$ cat src/rtl/mem_port_arbiter.sv
// mem_port_arbiter: shares one fixed-latency, single-ported memory between
// the instruction-fetch port and the MEM-stage data port. One access is in
// flight at a time, data accesses win ties, and the pipeline is stalled
// while a requester is waiting for its completion pulse.
//
// state | meaning
// ------+-----------------------------------------------------------------
// IDLE  | sample requests; on a grant latch owner/addr/we/wdata
// ISSUE | mem_cs pulse is on the memory bus; load latency down-counter
// WAIT  | count down; at terminal count mem_rdata is valid and captured
// RESP  | owner's ready pulse is visible; requests are not sampled
module mem_port_arbiter #(
  parameter int ADDR_W = 32,
  parameter int DATA_W = 32,
  parameter int LAT    = 2
) (
  input  logic              clk,
  input  logic              rst,
  input  logic              if_req,
  input  logic [ADDR_W-1:0] if_addr,
  output logic [DATA_W-1:0] if_rdata,
  output logic              if_ready,
  input  logic              dm_req,
  input  logic              dm_we,
  input  logic [ADDR_W-1:0] dm_addr,
  input  logic [DATA_W-1:0] dm_wdata,
  output logic [DATA_W-1:0] dm_rdata,
  output logic              dm_ready,
  output logic              mem_cs,
  output logic              mem_we,
  output logic [ADDR_W-1:0] mem_addr,
  output logic [DATA_W-1:0] mem_wdata,
  input  logic [DATA_W-1:0] mem_rdata,
  output logic              stall_o
);

  // ISSUE counts as the first latency cycle, so WAIT starts one short.
  localparam logic [3:0] CNT_LOAD = 4'(LAT - 1);

  typedef enum logic [1:0] {
    IDLE  = 2'd0,
    ISSUE = 2'd1,
    WAIT  = 2'd2,
    RESP  = 2'd3
  } state_t;

  state_t state, state_nxt;

  logic              owner_dm, owner_dm_nxt;
  logic              req_we, req_we_nxt;
  logic [3:0]        cnt, cnt_nxt;
  logic              mem_cs_nxt;
  logic              mem_we_nxt;
  logic [ADDR_W-1:0] mem_addr_nxt;
  logic [DATA_W-1:0] mem_wdata_nxt;
  logic [DATA_W-1:0] if_rdata_nxt;
  logic [DATA_W-1:0] dm_rdata_nxt;
  logic              if_ready_nxt;
  logic              dm_ready_nxt;

  // State register
  always_ff @(posedge clk) begin
    if (rst) begin
      state <= IDLE;
    end else begin
      state <= state_nxt;
    end
  end

  // Next-state and next-output decode; every registered output is computed here
  always_comb begin
    state_nxt     = state;
    owner_dm_nxt  = owner_dm;
    req_we_nxt    = req_we;
    cnt_nxt       = cnt;
    mem_cs_nxt    = 1'b0;
    mem_we_nxt    = 1'b0;
    mem_addr_nxt  = mem_addr;
    mem_wdata_nxt = mem_wdata;
    if_rdata_nxt  = if_rdata;
    dm_rdata_nxt  = dm_rdata;
    if_ready_nxt  = 1'b0;
    dm_ready_nxt  = 1'b0;

    case (state)
      IDLE: begin
        // The memory-side registers double as the latched request, so the
        // issue pulse appears in the ISSUE cycle itself.
        if (dm_req) begin
          owner_dm_nxt  = 1'b1;
          req_we_nxt    = dm_we;
          mem_addr_nxt  = dm_addr;
          mem_wdata_nxt = dm_wdata;
          mem_cs_nxt    = 1'b1;
          mem_we_nxt    = dm_we;
          state_nxt     = ISSUE;
        end else if (if_req) begin
          owner_dm_nxt  = 1'b0;
          req_we_nxt    = 1'b0;
          mem_addr_nxt  = if_addr;
          mem_cs_nxt    = 1'b1;
          state_nxt     = ISSUE;
        end
      end

      ISSUE: begin
        cnt_nxt   = CNT_LOAD;
        state_nxt = WAIT;
      end

      WAIT: begin
        if (cnt == 4'd0) begin
          // Writes wait out the same latency but leave the rdata registers alone.
          if (!req_we) begin
            if (owner_dm) begin
              dm_rdata_nxt = mem_rdata;
            end else begin
              if_rdata_nxt = mem_rdata;
            end
          end
          if (owner_dm) begin
            dm_ready_nxt = 1'b1;
          end else begin
            if_ready_nxt = 1'b1;
          end
          state_nxt = RESP;
        end else begin
          cnt_nxt = cnt - 4'd1;
        end
      end

      RESP: begin
        state_nxt = IDLE;
      end

      default: begin
        state_nxt = IDLE;
      end
    endcase
  end

  // Datapath and output registers; reset abandons any transaction in flight
  always_ff @(posedge clk) begin
    if (rst) begin
      owner_dm  <= 1'b0;
      req_we    <= 1'b0;
      cnt       <= 4'd0;
      mem_cs    <= 1'b0;
      mem_we    <= 1'b0;
      mem_addr  <= '0;
      mem_wdata <= '0;
      if_rdata  <= '0;
      dm_rdata  <= '0;
      if_ready  <= 1'b0;
      dm_ready  <= 1'b0;
    end else begin
      owner_dm  <= owner_dm_nxt;
      req_we    <= req_we_nxt;
      cnt       <= cnt_nxt;
      mem_cs    <= mem_cs_nxt;
      mem_we    <= mem_we_nxt;
      mem_addr  <= mem_addr_nxt;
      mem_wdata <= mem_wdata_nxt;
      if_rdata  <= if_rdata_nxt;
      dm_rdata  <= dm_rdata_nxt;
      if_ready  <= if_ready_nxt;
      dm_ready  <= dm_ready_nxt;
    end
  end

  // Stall drops in the ready cycle so the pipeline advances exactly once.
  assign stall_o = (if_req & ~if_ready) | (dm_req & ~dm_ready);

endmodule

$ cat config.mk
export PLATFORM = sky130hd
export DESIGN_NAME = mem_port_arbiter
export DESIGN_NICKNAME = d
export VERILOG_FILES = /design/src/rtl/mem_port_arbiter.sv
export SDC_FILE = /design/constraint.sdc
export NUM_CORES = 1
export LEC_CHECK = 0
export ABC_AREA = 1
export ABC_CLOCK_PERIOD_IN_PS = 1200
export CAP_MARGIN = 20
export CORE_ASPECT_RATIO = 0.9
export CORE_MARGIN = 1
export CORE_UTILIZATION = 30
export CTS_CLUSTER_DIAMETER = 50
export CTS_CLUSTER_SIZE = 8
export DETAILED_ROUTE_END_ITERATION = 10
export GPL_ROUTABILITY_DRIVEN = 0
export PLACE_DENSITY = 0.63
export SLEW_MARGIN = 40
export SYNTH_ARGS = -nofsm -noshare
export SYNTH_HDL_FRONTEND = slang
export SYNTH_SLANG_ARGS = --single-unit
$ cat constraint.sdc
create_clock -name clk -period 1.2 [get_ports clk]
set_clock_uncertainty 0.05 [all_clocks]
set_input_delay 0.24 -clock clk [delete_from_list [all_inputs] [get_ports clk]]
set_output_delay 0.24 -clock clk [all_outputs]
set_load 0.02 [all_outputs]
# Word level (Yosys, flattened, before mapping)
# Index checks and enable logic that the tools add are counted.
[word_totals] ff_bits=140 input_bits=133 output_inout_bits=133 elab_cells=58
[op_classes] add_sub_neg=1 n_eq_ne=6 muxes=15 bitwise=11 reduce_logical=13
[op_table] op="2-to-1 mux 32 bit" count=2
[op_table] op="NOT 1 bit" count=8
[op_table] op="one-hot mux 2 bit (4 select lines)" count=1
[op_table] op="one-hot mux 4 bit (2 select lines)" count=1
[op_table] op="AND reduction 2 bit" count=4
[op_table] op="AND reduction 4 bit" count=2
[op_table] op="2-to-1 mux 1 bit" count=7
[op_table] op="2-to-1 mux 2 bit" count=3
[op_table] op="OR reduction 3 bit" count=2
[op_table] op="equality test 2 bit, second input constant" count=2
[op_table] op="logical NOT 4 bit" count=1
[op_table] op="2-to-1 mux 4 bit" count=1
[op_table] op="inequality test 2 bit, second input constant" count=2
[op_table] op="nonzero test 2 bit" count=2
[op_table] op="subtractor 4 x 1 -> 4 bit, second input constant" count=1
[op_table] op="inequality test 3 bit, second input constant" count=1
[op_table] op="AND 1 bit" count=2
[op_table] op="equality test 2 x 1 -> 1 bit, second input constant" count=1
[op_table] op="logical NOT 2 bit" count=1
[op_table] op="OR reduction 2 bit" count=1
[op_table] op="OR 1 bit" count=1

# Longest topological paths before layout
[logic_depth] ltp_word=3 mapped_depth=8 depth_no_buf=7

# Worst setup path before layout
# OpenSTA, ideal clock, no wires.
[synth_path] path_type="reg2reg" startpoint="register state[0]" endpoint="register dm_rdata[10]" setup_ns=0.118 arrival_ns=1.209 required_ns=1.032 path_slack_ns=-0.177 path_stages_with_launch=7 n_path_buf=1 synth_period_minus_slack_ns=1.377 path_cell_list="dfxtp_1 -> inv_1 -> ha_1 -> nand3_4 -> buf_1 -> nor3_1 -> nor2_1"
[synth_via] elab_chain_len=2
[synth_rtl] item="from (decl)" line_no="47" rtl="state_t state, state_nxt;"
[synth_rtl] item="from (signal assigned)" line_no="66" rtl="state <= state_nxt;"
[synth_rtl] item="equality test 2 bit" line_no="85" rtl="case (state)"
[synth_rtl] item="AND reduction 4 bit (no line)"
[synth_rtl] item="to (signal assigned)" line_no="165" rtl="dm_rdata <= dm_rdata_nxt;"
[synth_rtl] item="to (decl)" line_no="27" rtl="output logic [DATA_W-1:0] dm_rdata,"
# Every way passes these cells.
# A chain may end at the register's enable or synchronous reset.

# Worst setup path after layout
[layout_path] startpoint="register state[1]" endpoint="register mem_wdata[14]"
[layout_via] elab_chain_len=2
[layout_rtl] item="logical NOT 2 bit" line_no="85"
[layout_rtl] item="AND reduction 2 bit (no line)"
[layout_rtl] item="to (signal assigned)" line_no="163" rtl="mem_wdata <= mem_wdata_nxt;"
[layout_rtl] item="to (decl)" line_no="32" rtl="output logic [DATA_W-1:0] mem_wdata,"
# Every way passes these cells.

==> summary.md <==
| Metric | Value |
|---|---|
| Sequential share of the synthesized area | `0.5141` |
| Max cap viols | `0` |
| Fin area | `0.01063 mm^2` |
| Hpwl dp | `12,790 um` |
| Power per cell area | `2287 mW/mm^2` |
| Reg2reg end | `mem_wdata[14]` |
| CP endpoint kind | `register` |
| Max-slew violations | `0` |
| Number of global-route vias before repair | `between 5,000 and 6,000` |
| Fin Hold WS | `0.3692 ns` |
| # hold bufs at CTS | `0` |
| CP Cell Sequence | `inv_2 -> ha_4 -> nand2_8 -> buf_12 -> buf_16 -> o21ai_2 -> nor2_1` |
| HP Start | `dm_we` |
| Worst r2r path cells | `7` |
| CTS root buffer | `clkbuf_16` |
| CP Data Required Time | `approximately 1.5 ns` |
| RSZ-0062 raised after global routing | `yes` |
| # fillers | `1,538` |
| Hold Vio Cnt, Final | `0` |
| Largest area contributor in the synthesized netlist | `dfxtp_1` |
| Initial antenna violation count | `0` |
| DIE WIDTH | `roughly 140 um` |
| Synthesized cell area | `between 0.005 and 0.006 mm^2` |
| Total power | `~24 mW` |
| Critical path's top delay family | `flip-flops` |
| I/O pin total | `266` |
| Total GRT Usage | `0.2078` |
| Post-route ant nets | `0` |
| Status | `complete, but fails checks` |
| Critical path arrival | `about 1.7 ns` |
| Drt wl/cell | `15.82 um` |
| Core Rows | `46` |
| Number of synthesized register bits | `140` |
| Post-DP Area | `0.008688 mm^2` |
| Buffers added on ports | `roughly 270` |
| Fin nets | `roughly 1,200` |
| Clock Pin Slew Worst Setup and Hold Paths | `0.06 ns` |
| Post-Place Setup Slack | `-0.6867 ns` |
| Async set-reset flop share out of synthesis | `0` |
| Main synth FF type | `dfxtp_1` |
| CTS tree | `done` |
| Inserted Clock Buffers | `17` |
| Die span in y | `approximately 130 um` |
| CTS max path bufs | `2` |
| Syn Nets | `between 800 and 900` |
| H-tree levels | `4` |
| Vias | `between 6,000 and 7,000` |
| Top-count cell post-synth | `nor2_1` |
| Mean Syn Cell Area | `7.327 um^2` |
| Crit path largest cell delay | `around 0.36 ns` |
| Fin crit share | `1.190` |
| Synthesized instance count | `744` |
| GRT Residual Overflow | `0` |
| CP Launch Point | `state[1]` |
| Synth unique cells | `20` |
| Core area | `~0.018 mm^2` |
| Post-route setup TNS | `-20.89 ns` |
| Routed WL | `approximately 21,000 um` |
| CP max stage cell | `dfxtp_4` |
| Final Worst Setup Slack | `-0.2281 ns` |
| Slew @ Worst Pin | `~0.48 ns` |
| Fmax | `approximately 0.7 GHz` |
| CP bufs+invs | `3` |
| Clock sink total | `140` |
| Hold EP | `mem_we` |
| Initial Utilization | `0.3075` |
| Hold path cells | `3` |
| Pleak | `4.617 nW` |
| YS warnings | `0` |
| Area growth, synth to finish | `94.90%` |
| DIE AREA | `0.01872 mm^2` |
| Ant diodes | `0` |
| Synth top area share | `0.5141` |
| Pre-Repair DR Iteration Count | `4` |
| Initial DRC count | `~250` |
| First-pass GRT wire length | `between 20,000 and 30,000 um` |
| Layout cells sized above 1 | `0.4484` |
| Synth cell count leaders | `200 x nor2_1, 140 x dfxtp_1, 116 x nand2_1` |
| Critical path class | `reg -> reg` |
| Crit start category | `register` |
| Final min period | `roughly 1.4 ns` |
| # setup viols final | `141` |
| Synth area leaders | `dfxtp_1 51%, nor2_1 14%, nand2_1 8.0%` |
| Relative slew slack | `0.6828` |
| Number of flops mapped to enable cells by yosys | `0` |
| Vias per cell | `about 4.7` |
| DRC viols | `0` |
| Critical R2R Launch | `state[1]` |
| CP max FO | `4` |
| FF-to-FF setup slack | `-0.23 ns` |
| Failing checks | `negative setup slack` |
| Hold Crit Class | `in -> reg` |
| Clock latency on the worst-skew pair | `slightly above 0.4 ns` |
| Worst IR Drop VDD | `0.001101 V` |
| Largest net degree at the start of global routing | `50` |
-- worst max-delay path by stage --
stage | depth (start not counted) | slack (ns) | end
2_1_floorplan | 6 | -0.02 | dm_rdata[0]
3_5_place_dp | 4 | -0.69 | stall_o
6_report | 7 | -0.23 | mem_wdata[14]
5_1_grt | 8 | -0.30 | dm_rdata[10]
4_1_cts | 2 | -0.20 | stall_o
3_3_place_gp | 4 | -0.68 | stall_o
-- sequential cells by signal (all words and copies together) (netlist names) --
| name | flops |
|---|---|
| dm_rdata | 32 |
| if_rdata | 32 |
| mem_cs | 1 |
| dm_ready | 1 |
| state | 2 |
| cnt | 4 |
| mem_addr | 32 |
| mem_we | 1 |
| mem_wdata | 32 |
| owner_dm | 1 |
| if_ready | 1 |
| req_we | 1 |
-- cell families after synthesis --
group	after synthesis	share of synthesized area
and+or+nand+nor	393	0.2947
AOI/OAI and AO/OA	138	0.1290
buffers and inverters	69	0.05302
adders and majority gates	4	0.009181
DFF	140	0.5141
-- stage by stage --
step                        util  cells
final                     0.5994   1315
after global routing      0.5994   1315
after CTS                 0.5554   1290
after detailed placement  0.4901   1244
after global placement    0.4901   1244
after floorplan                -    744
-- report_power, final --
part	switching, mW	internal, mW
clock network	2.14	3.34
registers	0.891	6.10
logic	5.93	5.90
total	8.96	15.3
-- placed cells by master, fill, tap and decap left out, types with 4 or more instances in the layout --
| cell | synthesis | layout |
|---|---|---|
| a21oi_1 | 8 | 8 |
| buf_12 | 0 | 14 |
| buf_16 | 0 | 6 |
| buf_4 | 2 | 55 |
| buf_6 | 0 | 141 |
| clkbuf_16 | 0 | 20 |
| clkdlybuf4s50_1 | 0 | 130 |
| clkinv_2 | 0 | 5 |
| dfxtp_1 | 140 | 17 |
| dfxtp_2 | 0 | 115 |
| dfxtp_4 | 0 | 8 |
| inv_1 | 14 | 6 |
| inv_2 | 0 | 4 |
| nand2_1 | 116 | 113 |
| nand3_1 | 4 | 4 |
| nor2_1 | 200 | 159 |
| nor2_2 | 0 | 31 |
| nor2_4 | 3 | 13 |
| nor3_1 | 66 | 53 |
| nor3_2 | 0 | 13 |
| o21ai_0 | 86 | 19 |
| o21ai_1 | 42 | 78 |
| o21ai_2 | 0 | 31 |
-- worst reg2reg max path, stage by stage (launching register included) --
cell	delay, ns
dfxtp_4	0.36
inv_2	0.08
ha_4	0.22
nand2_8	0.11
buf_12	0.16
buf_16	0.13
o21ai_2	0.16
nor2_1	0.06
-- routing by layer --
layer | share of wire | global-route usage
met1 | 0.39 | 0.2349
met2 | 0.48 | 0.3470
met3 | 0.11 | 0.08697
met4 | 0.022 | 0.08260
met5 | 0 | 0
-- area by class of cell --
class | count | area (um^2) | share of cell area
Inverter | 15 | 78.83 | 0.007419
Clock buffer | 18 | 439.2 | 0.04133
Multi-Input combinational cell | 536 | 2786 | 0.2622
Timing Repair Buffer | 353 | 3877 | 0.3649
Tap cell | 240 | 300.3 | 0.02826
Sequential cell | 140 | 2977 | 0.2801
Clock inverter | 13 | 166.4 | 0.01566
-- what timing repair did --
item                                   CTS  global route
pin swaps                               12             9
cloned                                   8             5
setup buffers                            7            20
endpoints found under the hold margin    0             0
gates resized for setup                886           224
setup endpoints to repair              270           245
(Power assumes the default switching activity.)
